$ cat src/rtl/ahbl_master_arbiter.sv
// ahbl_master_arbiter
// Shares one AHB-Lite slave port between 2..4 masters (0 = CPU, 1 = DMAC).
// A master that loses arbitration has its address phase buffered and is
// stalled through its own mHREADY, so it never sees a corrupted transfer.
// Fairness is round-robin, with locked-sequence and SEQ-burst hold.
//
// Ports:
//   HCLK, HRESET           clock, synchronous active-high reset
//   mHADDR..mHWDATA        flattened per-master address/control/write data
//   mHREADY, mHRDATA       per-master ready and read data
//   HADDR..HMASTLOCK       slave-side address phase
//   HWDATA                 slave-side write data (from the master in DATA)
//   HREADY, HRDATA         slave-side ready and read data
//   GNT                    one-hot address-phase owner, zero when idle
module ahbl_master_arbiter #(
    parameter int unsigned N_MASTERS = 2,
    parameter int unsigned W_ADDR    = 32,
    parameter int unsigned W_DATA    = 32
) (
    input  logic                        HCLK,
    input  logic                        HRESET,
    input  logic [N_MASTERS*W_ADDR-1:0] mHADDR,
    input  logic [N_MASTERS*2-1:0]      mHTRANS,
    input  logic [N_MASTERS*3-1:0]      mHSIZE,
    input  logic [N_MASTERS-1:0]        mHWRITE,
    input  logic [N_MASTERS-1:0]        mHMASTLOCK,
    input  logic [N_MASTERS*W_DATA-1:0] mHWDATA,
    output logic [N_MASTERS-1:0]        mHREADY,
    output logic [N_MASTERS*W_DATA-1:0] mHRDATA,
    output logic [W_ADDR-1:0]           HADDR,
    output logic [1:0]                  HTRANS,
    output logic [2:0]                  HSIZE,
    output logic                        HWRITE,
    output logic                        HMASTLOCK,
    output logic [W_DATA-1:0]           HWDATA,
    input  logic                        HREADY,
    input  logic [W_DATA-1:0]           HRDATA,
    output logic [N_MASTERS-1:0]        GNT
);
    localparam int unsigned IDX_W = $clog2(N_MASTERS);

    typedef enum logic [1:0] {StFree, StPend, StData} state_e;

    // Effective request per master: the buffer while PEND, live inputs otherwise.
    logic [N_MASTERS*W_ADDR-1:0] cur_addr;
    logic [N_MASTERS*2-1:0]      cur_trans;
    logic [N_MASTERS*3-1:0]      cur_size;
    logic [N_MASTERS-1:0]        cur_write;
    logic [N_MASTERS-1:0]        cur_lock;
    logic [N_MASTERS-1:0]        cand;
    logic [N_MASTERS-1:0]        in_data;

    logic [N_MASTERS-1:0] gnt;
    logic [N_MASTERS-1:0] gnt_q;
    logic                 hold_q;
    logic                 lock_q;
    logic [IDX_W-1:0]     rr_q;
    logic [IDX_W-1:0]     lock_id_q;
    logic [IDX_W-1:0]     gnt_idx;
    logic [IDX_W-1:0]     data_idx;
    logic [IDX_W-1:0]     rr_idx;
    logic                 rr_found;
    logic                 gnt_any;
    logic                 accept;

    for (genvar i = 0; i < N_MASTERS; i++) begin : g_master
        state_e            state_q;
        state_e            state_d;
        logic              capture;
        logic              ready;
        logic              live_req;
        logic              pend;
        logic [W_ADDR-1:0] buf_addr_q;
        logic [1:0]        buf_trans_q;
        logic [2:0]        buf_size_q;
        logic              buf_write_q;
        logic              buf_lock_q;

        assign live_req   = mHTRANS[2*i+1];
        assign pend       = (state_q == StPend);
        assign cand[i]    = pend || live_req;
        assign in_data[i] = (state_q == StData);

        assign cur_addr[i*W_ADDR +: W_ADDR] = pend ? buf_addr_q  : mHADDR[i*W_ADDR +: W_ADDR];
        assign cur_trans[i*2 +: 2]          = pend ? buf_trans_q : mHTRANS[i*2 +: 2];
        assign cur_size[i*3 +: 3]           = pend ? buf_size_q  : mHSIZE[i*3 +: 3];
        assign cur_write[i]                 = pend ? buf_write_q : mHWRITE[i];
        assign cur_lock[i]                  = pend ? buf_lock_q  : mHMASTLOCK[i];

        // Capture only happens when this master sees mHREADY=1, i.e. it
        // believes its address phase was accepted.
        always_comb begin
            state_d = state_q;
            capture = 1'b0;
            ready   = 1'b1;
            case (state_q)
                StFree: begin
                    if (live_req) begin
                        if (gnt[i] && HREADY) begin
                            state_d = StData;
                        end else begin
                            state_d = StPend;
                            capture = 1'b1;
                        end
                    end
                end
                StPend: begin
                    ready = 1'b0;
                    if (gnt[i] && HREADY) begin
                        state_d = StData;
                    end
                end
                StData: begin
                    ready = HREADY;
                    if (HREADY) begin
                        if (!live_req) begin
                            state_d = StFree;
                        end else if (!gnt[i]) begin
                            state_d = StPend;
                            capture = 1'b1;
                        end
                    end
                end
                default: state_d = StFree;
            endcase
        end

        assign mHREADY[i]                  = ready;
        assign mHRDATA[i*W_DATA +: W_DATA] = HRDATA;

        always_ff @(posedge HCLK) begin
            if (HRESET) begin
                state_q     <= StFree;
                buf_addr_q  <= '0;
                buf_trans_q <= 2'b00;
                buf_size_q  <= 3'b000;
                buf_write_q <= 1'b0;
                buf_lock_q  <= 1'b0;
            end else begin
                state_q <= state_d;
                if (capture) begin
                    buf_addr_q  <= mHADDR[i*W_ADDR +: W_ADDR];
                    buf_trans_q <= mHTRANS[i*2 +: 2];
                    buf_size_q  <= mHSIZE[i*3 +: 3];
                    buf_write_q <= mHWRITE[i];
                    buf_lock_q  <= mHMASTLOCK[i];
                end
            end
        end
    end

    // Grant: wait-state hold, then lock, then SEQ burst, then round-robin.
    always_comb begin
        gnt      = '0;
        rr_found = 1'b0;
        rr_idx   = '0;
        if (hold_q) begin
            gnt = gnt_q;
        end else if (lock_q) begin
            if (cand[lock_id_q]) begin
                gnt[lock_id_q] = 1'b1;
            end
        end else if (cand[rr_q] && (cur_trans[2*rr_q +: 2] == 2'b11)) begin
            gnt[rr_q] = 1'b1;
        end else begin
            for (int unsigned k = 1; k <= N_MASTERS; k++) begin
                rr_idx = IDX_W'((32'(rr_q) + k) % N_MASTERS);
                if (!rr_found && cand[rr_idx]) begin
                    gnt[rr_idx] = 1'b1;
                    rr_found    = 1'b1;
                end
            end
        end
    end

    always_comb begin
        gnt_idx  = '0;
        data_idx = '0;
        for (int unsigned i = 0; i < N_MASTERS; i++) begin
            if (gnt[i]) begin
                gnt_idx = IDX_W'(i);
            end
            if (in_data[i]) begin
                data_idx = IDX_W'(i);
            end
        end
    end

    assign gnt_any = |gnt;

    always_comb begin
        if (gnt_any) begin
            HADDR     = cur_addr[gnt_idx*W_ADDR +: W_ADDR];
            HTRANS    = cur_trans[gnt_idx*2 +: 2];
            HSIZE     = cur_size[gnt_idx*3 +: 3];
            HWRITE    = cur_write[gnt_idx];
            HMASTLOCK = cur_lock[gnt_idx];
        end else begin
            // Idle bus: keep the lock indication and park on master 0's values.
            HADDR     = mHADDR[W_ADDR-1:0];
            HTRANS    = 2'b00;
            HSIZE     = mHSIZE[2:0];
            HWRITE    = mHWRITE[0];
            HMASTLOCK = lock_q;
        end
    end

    assign HWDATA = mHWDATA[data_idx*W_DATA +: W_DATA];
    assign GNT    = gnt;
    assign accept = HREADY && gnt_any && HTRANS[1];

    always_ff @(posedge HCLK) begin
        if (HRESET) begin
            gnt_q     <= '0;
            hold_q    <= 1'b0;
            lock_q    <= 1'b0;
            rr_q      <= '0;
            lock_id_q <= '0;
        end else begin
            gnt_q  <= gnt;
            hold_q <= !HREADY && HTRANS[1];
            if (accept) begin
                rr_q      <= gnt_idx;
                lock_q    <= HMASTLOCK;
                lock_id_q <= gnt_idx;
            end
        end
    end

endmodule

$ cat config.mk
export PLATFORM = sky130hd
export DESIGN_NAME = ahbl_master_arbiter
export DESIGN_NICKNAME = d
export VERILOG_FILES = /design/src/rtl/ahbl_master_arbiter.sv
export SDC_FILE = /design/constraint.sdc
export NUM_CORES = 1
export LEC_CHECK = 0
export ABC_AREA = 1
export BUFFER_PORTS_ARGS = -buffer_cell sky130_fd_sc_hd__buf_4
export CAP_MARGIN = 20
export CORE_AREA = 2 2 124 126
export CTS_BUF_LIST = sky130_fd_sc_hd__clkbuf_4
export CTS_CLUSTER_SIZE = 16
export DETAILED_ROUTE_END_ITERATION = 8
export DIE_AREA = 0 0 126 128
export PLACE_DENSITY = 0.79
export SLEW_MARGIN = 20
export SYNTH_ARGS = -nofsm -noshare
export SYNTH_HDL_FRONTEND = slang
export SYNTH_SLANG_ARGS = --single-unit
export TNS_END_PERCENT = 30
$ cat constraint.sdc
create_clock -name HCLK -period 4.46 [get_ports HCLK]
set_clock_uncertainty 0.05 [all_clocks]
set_input_delay 0 -clock HCLK [delete_from_list [all_inputs] [get_ports HCLK]]
set_output_delay 0 -clock HCLK [all_outputs]
set_load 0.02 [all_outputs]
After elaboration in Yosys (flattened, before gate mapping) --
Index checks and enable logic that the tools add are counted.
Storage, ports and cells: bits of input ports 177, memory bits (read-only) 0, bits in latches 0, output and inout bits 139, bits in writable memories 0, register bits after elaboration 87, memories kept 0
Operators by class: magnitude comparators 7, $add $sub $neg 2, $mul 1, reductions and logical operators 19, shift operators 5, bitwise logic cells 1, divide/modulo/power cells 0, mux-type cells 74, equal/unequal tests 13
Operators by type and width (number):
- indexed part select 64 x 7 -> 32 bit | 2
- 2-to-1 mux 32 bit | 3
- 2-to-1 mux 2 bit | 24
- 2-to-1 mux 1 bit | 35
- one-hot mux 2 bit (3 select lines) | 2
- logical AND 1 bit | 10
- 2-to-1 mux 3 bit | 3
- < comparator 1 x 2 -> 1 bit (second input constant) | 4
- != test 2 bit (second input constant) | 4
- one-hot mux 1 bit (2 select lines) | 4
- AND reduction 4 bit | 2
- indexed part select 4 x 3 -> 2 bit | 2
- equality test 2 bit (second input constant) | 3
- != test 3 bit (second input constant) | 2
- indexed part select 6 x 4 -> 3 bit | 1
- equality test 2 x 1 -> 1 bit (second input constant) | 2
- logical NOT 2 bit | 2
- != test 2 x 1 -> 1 bit (second input constant) | 2
- demux 1 bit (select 1 bit) | 3
- greater-or-equal comparator 1 bit (second input constant) | 3
- multiplier 1 x 2 -> 3 bit (second input constant) | 1
- adder 1 bit (second input constant) | 2
- logical NOT 1 bit | 2
- logical OR 1 bit | 2
- 2 further kinds | 2

Depth between registers and ports, before layout --
Gate-level depths: netlist of run 1.
word-level depth 18, depth in mapped cells 17, depth with buffers taken out 16

Worst setup path after synthesis of run 1 --
OpenSTA, ideal clock, no wires.
path type register to output, from reg g_master[0].state_q[0], to out HADDR[14], stages on the path, launching flop included 15, required time 4.410 ns, setup slack 2.317 ns, data arrival time 2.093 ns, path buffers 2, cells stage by stage dfxtp_1 -> inv_2 -> nor2_4 -> nand2_1 -> nand2_1 -> nand3_1 -> nand3_1 -> nand2_1 -> nand2_2 -> nand2_2 -> buf_6 -> nand2_4 -> buf_2 -> nor2_1 -> a211oi_1
Between the ends: word-level cells in the longest chain between the ends 17, elaborated cells on any way between the ends 33
Ends and longest elaborated chain:
- start, declared | RTL line 67 | state_e state_q;
- start signal, assigned | RTL line 133 | state_q <= StFree;
- start signal, assigned | RTL line 140 | state_q <= state_d;
- equality test 2 x 1 -> 1 bit (*) | RTL line 80 | assign pend = (state_q == StPend);
- logical OR 1 bit | RTL line 81 | assign cand[i] = pend || live_req;
- 2-to-1 mux 1 bit (implied by the code) (2 in series) | RTL line 168 | if (!rr_found && cand[rr_idx]) begin
- 2-to-1 mux 1 bit | RTL line 168
- 2-to-1 mux 1 bit | RTL line 163 | end else if (cand[rr_q] && (cur_trans[2*rr_q +: 2] == 2'b11)) begin
- 2-to-1 mux 1 bit | RTL line 159 | end else if (lock_q) begin
- 2-to-1 mux 1 bit | RTL line 157 | if (hold_q) begin
- logical NOT 1 bit | RTL line 168
- logical AND 1 bit | RTL line 168
- 2-to-1 mux 2 bit | RTL line 168
- 2-to-1 mux 2 bit | RTL line 163
- 2-to-1 mux 2 bit | RTL line 159
- 2-to-1 mux 2 bit | RTL line 157
- 2-to-1 mux 1 bit | RTL line 180 | if (gnt[i]) begin
- indexed part select 64 x 7 -> 32 bit | RTL line 193 | HADDR = cur_addr[gnt_idx*W_ADDR +: W_ADDR];
- 2-to-1 mux 32 bit (*) | RTL line 192 | if (gnt_any) begin
- end, declared | RTL line 30 | output logic [W_ADDR-1:0] HADDR,
Mark *: on every way between the ends. The rest lies on a longest branch, timed or not. The select of a mux whose other input is x is not followed.

Worst setup path in the final report of run 1 --
from reg g_master[0].state_q[1], to out HADDR[1]
The elaborated chain is that of the path after synthesis.

==> results of run 1 <==
[layout make-up]
class | count | area [um2]
multi-input cells | 728 | 3330
clock buffers | 9 | 67.6
diodes | 1 | 2.50
repair buffers | 341 | 2840
clock inverters | 7 | 159
inverters | 103 | 387
flip-flops and latches | 87 | 1740
fillers | 1398 | 6100
well taps | 188 | 235
[worst register-to-register path: stages (launching register included)]
cell	delay, ns
sky130_fd_sc_hd__dfxtp_1	0.45
sky130_fd_sc_hd__inv_2	0.07
sky130_fd_sc_hd__nand2_2	0.45
sky130_fd_sc_hd__nand2_1	0.19
sky130_fd_sc_hd__nand3_1	0.13
sky130_fd_sc_hd__nor2_1	0.05
sky130_fd_sc_hd__nor2_2	0.09
sky130_fd_sc_hd__nand2_1	0.06
sky130_fd_sc_hd__nand2_1	0.09
sky130_fd_sc_hd__nand2_4	0.09
sky130_fd_sc_hd__nand2_1	0.10
sky130_fd_sc_hd__nand3_2	0.54
sky130_fd_sc_hd__buf_4	0.48
sky130_fd_sc_hd__a21oi_1	0.20
sky130_fd_sc_hd__nor2_1	0.07
[stage by stage]
step	worst slack [ns]	std cells	utilization (%)	hold WS (ns)
5_1_grt	0.547	1464	58.9	0.247
2_1_floorplan	2.32	1054	-	0.0191
6_report	0.887	1464	58.9	0.227
3_3_place_gp	1.50	1335	49.8	-0.0498
3_5_place_dp	1.42	1335	49.8	-0.0498
4_1_cts	0.895	1463	58.9	0.205
[power breakdown]
group	leakage [nW]	switching [mW]	internal (mW)
combinational	3.61	2.85	1.60
clock	0.118	0.282	0.394
sequential	0.719	0.0929	1.05
[flip-flops by register name, indices dropped and copies added, names as in the netlist, 2 cells and up]
name	cells
g_master.buf_addr_q	64
g_master.buf_size_q	6
g_master.buf_trans_q	4
g_master.state_q	4
g_master.buf_lock_q	2
g_master.buf_write_q	2
gnt_q	2
[routing by layer]
metal  up-vias  track usage, %  wire length (um)
met5         -               0                 0
met4         0            8.08               495
met3        51            4.34              1520
met2       318            38.4              9360
met1      3228            34.8              9360
li1       3694               -                 -
[path summary, 6_finish.rpt]
kind,startpoint,end,slack [ns]
worst min register to register,g_master[1].buf_trans_q[1]$_SDFFE_PP0P_,g_master[1].buf_trans_q[1]$_SDFFE_PP0P_,0.44
worst max-delay path,g_master[0].state_q[1]$_SDFFE_PP0P_,HADDR[1],0.89
worst max register to register,g_master[0].state_q[1]$_SDFFE_PP0P_,g_master[0].buf_addr_q[3]$_SDFFE_PP0P_,1.29
worst min-delay path,mHTRANS[1],hold_q$_SDFF_PP0_,0.23
[cell usage in the layout, fill, tap and decap left out]
| cell | count |
|---|---|
| sky130_fd_sc_hd__bufinv_16 | 5 |
| sky130_fd_sc_hd__nand4_2 | 1 |
| sky130_fd_sc_hd__nor2_2 | 2 |
| sky130_fd_sc_hd__nand2_1 | 287 |
| sky130_fd_sc_hd__nand2_2 | 4 |
| sky130_fd_sc_hd__dfxtp_1 | 87 |
| sky130_fd_sc_hd__nor3_1 | 1 |
| sky130_fd_sc_hd__clkinv_1 | 1 |
| sky130_fd_sc_hd__clkbuf_4 | 9 |
| sky130_fd_sc_hd__o2111ai_1 | 2 |
| sky130_fd_sc_hd__nand3b_1 | 12 |
| sky130_fd_sc_hd__nand3_2 | 3 |
| sky130_fd_sc_hd__inv_1 | 94 |
| sky130_fd_sc_hd__buf_4 | 229 |
| sky130_fd_sc_hd__a211oi_1 | 15 |
| sky130_fd_sc_hd__o21ai_0 | 68 |
| sky130_fd_sc_hd__diode_2 | 1 |
| sky130_fd_sc_hd__or2_1 | 1 |
| sky130_fd_sc_hd__nor2_4 | 1 |
| sky130_fd_sc_hd__or2_2 | 1 |
| sky130_fd_sc_hd__nor2_1 | 174 |
| sky130_fd_sc_hd__o221ai_1 | 13 |
| sky130_fd_sc_hd__dlygate4sd3_1 | 112 |
| sky130_fd_sc_hd__inv_2 | 9 |
| sky130_fd_sc_hd__nand3_1 | 77 |
| sky130_fd_sc_hd__o21ai_1 | 2 |
| sky130_fd_sc_hd__a211oi_2 | 8 |
| sky130_fd_sc_hd__o211ai_1 | 10 |
| sky130_fd_sc_hd__clkinv_2 | 1 |
| sky130_fd_sc_hd__a21oi_1 | 44 |
| sky130_fd_sc_hd__nand2_4 | 2 |
[kinds of logic after synthesis]
family | synth area share (%)
compound gates | 15.6
buf+inv | 19.9
flops | 27.5
simple gates | 36.9
[what timing repair did]
item                                   in CTS  in global routing
endpoints found under the hold margin     150                  0
buffers inserted                            0                  0
hold buffers                              112                  0
==> flow_summary.ini, run 1 <==
[run_status]
result_of_the_run = finished clean

[logic_synthesis]
yosysSeqAreaShare_pct = 27.5
post_synthesis_cell_type_count = 29
ys_seq_elements = 87
synthesis.yosys.warnings = 0
synth_nets = 1231
asyncSetResetFlopFracSynth_pct = 0
synth_top_cell_area_share_pct = 27.5
post_synth_most_frequent_cells = 287 x sky130_fd_sc_hd__nand2_1, 175 x sky130_fd_sc_hd__nor2_1, 96 x sky130_fd_sc_hd__inv_1
post_synth_inst_count = 1054
synth_edf_count = 0
post-synth-top-count-cell = sky130_fd_sc_hd__nand2_1
synth_largest_area_cell = sky130_fd_sc_hd__dfxtp_1
synth_ff_type = sky130_fd_sc_hd__dfxtp_1
synth.avg_cell_area_um2 = 6.00
netlist_area_um2 = 6330
yosys-top-cells-area = sky130_fd_sc_hd__dfxtp_1 28%, sky130_fd_sc_hd__nand2_1 17%, sky130_fd_sc_hd__nor2_1 10%

[clock_tree]
cts_max_path_buffers = 2
clock_tree.htree_level_count = 3
root_buffer = sky130_fd_sc_hd__clkbuf_4
cts_tree = done
clk_transition_reported_paths_ns = 0.14
cts_made_buffers = 9
clock_insertion_delay_worst_skew_ns = 0.44
cts_resized = 0
cts.sinks = 87

[floorplan]
floorplan.core_area_um2 = 14900
ios = 316
chipHeight_um = 128
fp-row-count = 45
floorplan.initialDensity_pct = 42.6
die_area_um2 = 16100
die_w_um = 126

[worst_setup_path]
cp.depth = 13
worst_ep_arrival_time_ns = 3.52
critPathMaxFanout = 37
cpMostUsedCell = sky130_fd_sc_hd__nand2_2
r2r_cells = 14
critPathCaptureType = output pin
path_class = flip-flop to output pin
critical-path-slowest-cell = sky130_fd_sc_hd__o221ai_1
worst_path_dominant_cell_family = simple AND/OR/NAND/NOR gates
max_stage_delay_ns = 0.54
worstPathBufferInverterCount = 3
worstPathRequired_ns = 4.41
critical_path.cell_chain = inv_2, nand2_2, nand2_1, nand2_1, inv_2, nor2_1, nor2_2, nand2_1, nand2_2, nand2_2, nand2_2, o221ai_1, buf_4
cp-start-kind = flip-flop

[power_and_ir_drop]
power_per_cell_area_nw_per_um2 = 717
total_leakage_power_nw = 4.45
power_mw = 6.28
vdd.ir_drop.worst_mv = 0.362

[finish]
design_area_um2 = 8760
final_layout_size_suffix_gt1_share_pct = 21.6
num-nets-final = 1447
areaGrowthSynthToFinish_pct = 38.4

[route]
route.vias.total = 7291
drcViolationCount = 0
routed_wirelength_um = 20700
detail_route.wl_per_cell_um = 14.2
ant_nets = 0
route.detailed.vias_per_inst = 4.98
initialDrtViolationCount = 592
dr.pass1.iters = 6

[place]
placed_cell_area_um2 = 7410
finalWeightedCongestion = 0.926
dp_hpwl_um = 14200
io_buffers = 219

[sta]
relative_slew_margins_pct = 37.0
timing_worst_slew_pin_value_ns = 0.944
timing.final.max_slew_violations = 0
unrepaired_setup_endpoints_after_global_routing = no
hold_viol = 0
maximum_operating_frequency_mhz = 280
report.final.setup_viol = 0
finalCriticalPeriod_ns = 3.57
setup_total_negative_slack_ns = 0
fin_crit_sh_pct = 80.1

[flow_run]
cap_violations = 0

[global_routing]
global_route.usage.total_pct = 24.7
grt_pass1_vias = 6482
grt_first_pass_wirelength_um = 32700
global_route.overflow_total = 0
antenna_found_initial = 1
grt_start_max_net_pins = 53

[hold_path]
hold_path_depth = 9
hold_path.class = input port to flip-flop
(Power assumes the default switching activity.)
==> run 2, diff against run 1 <==
--- a/config.mk
+++ b/config.mk
@@ -5,15 +5,15 @@
 export SDC_FILE = /design/constraint.sdc
 export NUM_CORES = 1
 export LEC_CHECK = 0
-export ABC_AREA = 1
+export ABC_AREA = 0
 export BUFFER_PORTS_ARGS = -buffer_cell sky130_fd_sc_hd__buf_4
 export CAP_MARGIN = 20
-export CORE_AREA = 2 2 124 126
+export CORE_MARGIN = 2
+export CORE_UTILIZATION = 42
 export CTS_BUF_LIST = sky130_fd_sc_hd__clkbuf_4
 export CTS_CLUSTER_SIZE = 16
 export DETAILED_ROUTE_END_ITERATION = 8
-export DIE_AREA = 0 0 126 128
-export PLACE_DENSITY = 0.79
+export PLACE_DENSITY = 0.82
 export SLEW_MARGIN = 20
 export SYNTH_ARGS = -nofsm -noshare
 export SYNTH_HDL_FRONTEND = slang
==> constraint.sdc (replaced) <==
create_clock -name HCLK -period 3.2 [get_ports HCLK]
set_clock_uncertainty 0.05 [all_clocks]
set_input_delay 0 -clock HCLK [delete_from_list [all_inputs] [get_ports HCLK]]
set_output_delay 0 -clock HCLK [all_outputs]
set_load 0.02 [all_outputs]
==> run 2 against run 1 <==
  * Final cell count decreased by 18%
  * Core utilization increased by 2.2 points
  * Total power decreased by 44%
  * Largest power group unchanged
  * Critical endpoint is now HADDR[27]
  * Combinational power decreased by 64%
  * Flip-flop and latch count unchanged
==> flow_summary.ini, run 2 <==
[run_status]
result_of_the_run = finished clean

[route]
route.vias.total = 5888
detail_route.wl_per_cell_um = 14.6
routed_wirelength_um = 17400
drcViolationCount = 0
ant_nets = 0
initialDrtViolationCount = 340
dr.pass1.iters = 5
route.detailed.vias_per_inst = 4.93

[sta]
finalCriticalPeriod_ns = 2.96
relative_slew_margins_pct = 39.6
timing_worst_slew_pin_value_ns = 0.906
fin_crit_sh_pct = 92.6
setup_total_negative_slack_ns = 0
timing.final.max_slew_violations = 0
unrepaired_setup_endpoints_after_global_routing = no
hold_viol = 0
maximum_operating_frequency_mhz = 338
report.final.setup_viol = 0

[power_and_ir_drop]
relative_contribution_of_sequential_cells_to_total_power_pct = 35.8
cellInternalPower_mw = 2.15
netSwitchingFraction_pct = 38.5
power.switching_mw = 1.34
comb_power_share_pct = 46.5
clock_power_share_pct = 17.7
power_mw = 3.49
total_leakage_power_nw = 4.03
power_per_cell_area_nw_per_um2 = 416
vdd.ir_drop.worst_mv = 0.278

[floorplan]
die_w_um = 122
floorplan.core_area_um2 = 13700
ios = 316
die_area_um2 = 14900
chipHeight_um = 122
fp-row-count = 43
floorplan.initialDensity_pct = 42.6

[finish]
biggestRegsByFlops = g_master.buf_addr_q: 64 flops, g_master.buf_size_q: 6 flops
largest_register_ffs = 64
final_layout_size_suffix_gt1_share_pct = 28.7
register_bank_with_the_most_flops = g_master.buf_addr_q
num-nets-final = 1185
leading_cell_type_in_the_layout_fill_and_taps_excluded = sky130_fd_sc_hd__nand2_1
areaGrowthSynthToFinish_pct = 43.3
stdcell_count = 1194
highest_count_cells_in_the_layout_ignoring_fill_and_taps = 308 x sky130_fd_sc_hd__nand2_1, 226 x sky130_fd_sc_hd__buf_4, 115 x sky130_fd_sc_hd__mux2i_1, 113 x sky130_fd_sc_hd__dlygate4sd3_1, 87 x sky130_fd_sc_hd__dfxtp_1

[logic_synthesis]
yosys-top-cells-area = sky130_fd_sc_hd__dfxtp_1 30%, sky130_fd_sc_hd__nand2_1 20%, sky130_fd_sc_hd__mux2i_1 20%
asyncSetResetFlopFracSynth_pct = 0
synth_top_cell_area_share_pct = 29.8
synthesis.yosys.warnings = 0
synth_ff_type = sky130_fd_sc_hd__dfxtp_1
netlist_area_um2 = 5850
synth_nets = 951
post_synth_inst_count = 774
yosysSeqAreaShare_pct = 29.8
synth.avg_cell_area_um2 = 7.56
ys_seq_elements = 87
post_synth_most_frequent_cells = 308 x sky130_fd_sc_hd__nand2_1, 115 x sky130_fd_sc_hd__mux2i_1, 87 x sky130_fd_sc_hd__dfxtp_1
synth_largest_area_cell = sky130_fd_sc_hd__dfxtp_1
post_synthesis_cell_type_count = 43
synth_edf_count = 0
post-synth-top-count-cell = sky130_fd_sc_hd__nand2_1

[global_routing]
grt_start_max_net_pins = 98
grt_first_pass_wirelength_um = 26000
global_route.overflow_total = 0
gr_util_met3_pct = 6.37
antenna_found_initial = 0
use_met2_pct = 37.4
layer_carrying_the_most_global_route_usage = met2
global_route.usage.met1_pct = 26.6
global_route.usage.total_pct = 21.9
grt_pass1_vias = 5482

[worst_setup_path]
worstPathRequired_ns = 3.15
rr_endpoint = g_master[0].buf_addr_q[22]$_SDFFE_PP0P_
critPathCaptureType = output pin
critPathMaxFanout = 41
cp-start-kind = flip-flop
path_class = flip-flop to output pin
ff2ff_setup_slack_ns = 0.31
critical_path.reg2reg.startpoint = g_master[0].state_q[0]$_SDFFE_PP0P_
r2r_cells = 7
worst_ep_arrival_time_ns = 2.91

[place]
dp_hpwl_um = 10900
finalWeightedCongestion = 0.888
io_buffers = 219
post-place-cells = 1064

[hold_path]
hold_path_end = g_master[0].state_q[1]$_SDFFE_PP0P_
hold_path_depth = 3
hold_path.class = input port to flip-flop
hold_start = HRESET

[clock_tree]
clock_insertion_delay_worst_skew_ns = 0.47
cts.sinks = 87
root_buffer = sky130_fd_sc_hd__clkbuf_4
cts_max_path_buffers = 2
clock_tree.htree_level_count = 3
post_cts_setup_buffer_count = 0
cts_tree = done
cts_made_buffers = 9
clk_transition_reported_paths_ns = 0.13

[flow_run]
cap_violations = 0
run 2: changes by cell type in the layout (fill, tap and decap cells not counted), moves of 28 or more:
cell                      delta
sky130_fd_sc_hd__mux2_2     +36
sky130_fd_sc_hd__mux2i_1   +115
sky130_fd_sc_hd__a21oi_1    -37
sky130_fd_sc_hd__inv_1      -89
sky130_fd_sc_hd__nand3_1    -76
sky130_fd_sc_hd__o21ai_0    -28
sky130_fd_sc_hd__nor2_1    -165
run 2: layer usage:
layer	vias up	wire length, um
met4	0	299
met2	245	8620
met1	2680	7240
met3	26	1280
li1	2937	-
met5	-	0
run 2: cell type report:
type / instances / area [um2]
Clock buffer: 9 / 67.6
Fill cell: 1122 / 5340
Timing Repair Buffer: 343 / 2890
Multi-Input combinational cell: 561 / 3360
Inverter: 6 / 25.0
Antenna cell: 1 / 2.50
Sequential cell: 87 / 1740
Clock inverter: 7 / 63.8
Tap cell: 180 / 225
run 2: power groups by stage:
stage | combinational, mW | clock, mW | sequential [mW]
after floorplan | 1.00 | 0 | 1.25
after global routing | 1.73 | 0.682 | 1.26
after detailed placement | 1.41 | 0 | 1.27
final | 1.62 | 0.619 | 1.25
after CTS | 1.59 | 0.639 | 1.25
after global placement | 1.40 | 0 | 1.27
run 2: timing repair:
item / in CTS / in global routing
endpoints found under the setup margin: 0 / 38
resized for setup: 0 / 4
hold buffers: 113 / 0
endpoints found under the hold margin: 146 / 0
run 2: cells by family (layout without fill, tap and decap cells):
kind of cell | Yosys count | after routing | synth area share [%]
simple gates | 336 | 336 | 22.6
mux | 151 | 151 | 26.6
buf+inv | 126 | 365 | 13.2
flops | 87 | 87 | 29.8
compound gates | 74 | 74 | 7.72
other cells | 0 | 1 | 0
run 2: critical path: stages, from the launching register on:
cell                        delay, ns
sky130_fd_sc_hd__dfxtp_1         0.47
sky130_fd_sc_hd__nand2b_1        0.15
sky130_fd_sc_hd__buf_4           0.40
sky130_fd_sc_hd__a2111oi_2       0.15
sky130_fd_sc_hd__or2_2           0.33
sky130_fd_sc_hd__o21bai_4        0.20
sky130_fd_sc_hd__buf_6           0.21
sky130_fd_sc_hd__o21ai_0         0.31
sky130_fd_sc_hd__buf_4           0.21
run 2: worst max-delay path by stage:
stage                                             start                                       to
floorplan           g_master[0].state_q[0]$_SDFFE_PP0P_                                HADDR[10]
global placement    g_master[0].state_q[1]$_SDFFE_PP0P_  g_master[0].buf_addr_q[31]$_SDFFE_PP0P_
detailed placement  g_master[0].state_q[1]$_SDFFE_PP0P_  g_master[0].buf_addr_q[22]$_SDFFE_PP0P_
CTS                 g_master[1].state_q[1]$_SDFFE_PP0P_                                HTRANS[0]
global route        g_master[1].state_q[0]$_SDFFE_PP0P_                                HADDR[27]
finish              g_master[1].state_q[1]$_SDFFE_PP0P_                                HADDR[27]
run 2: per-stage QoR:
step	setup slack, ns	hold slack (ns)	area (um2)	util (%)
floorplan	1.05	0.0191	5850	-
global placement	0.445	-0.0498	7100	51.8
detailed placement	0.334	-0.0498	7100	51.8
CTS	0.0406	0.234	8360	61.0
global route	0.0651	0.230	8380	61.1
finish	0.238	0.263	8380	61.1
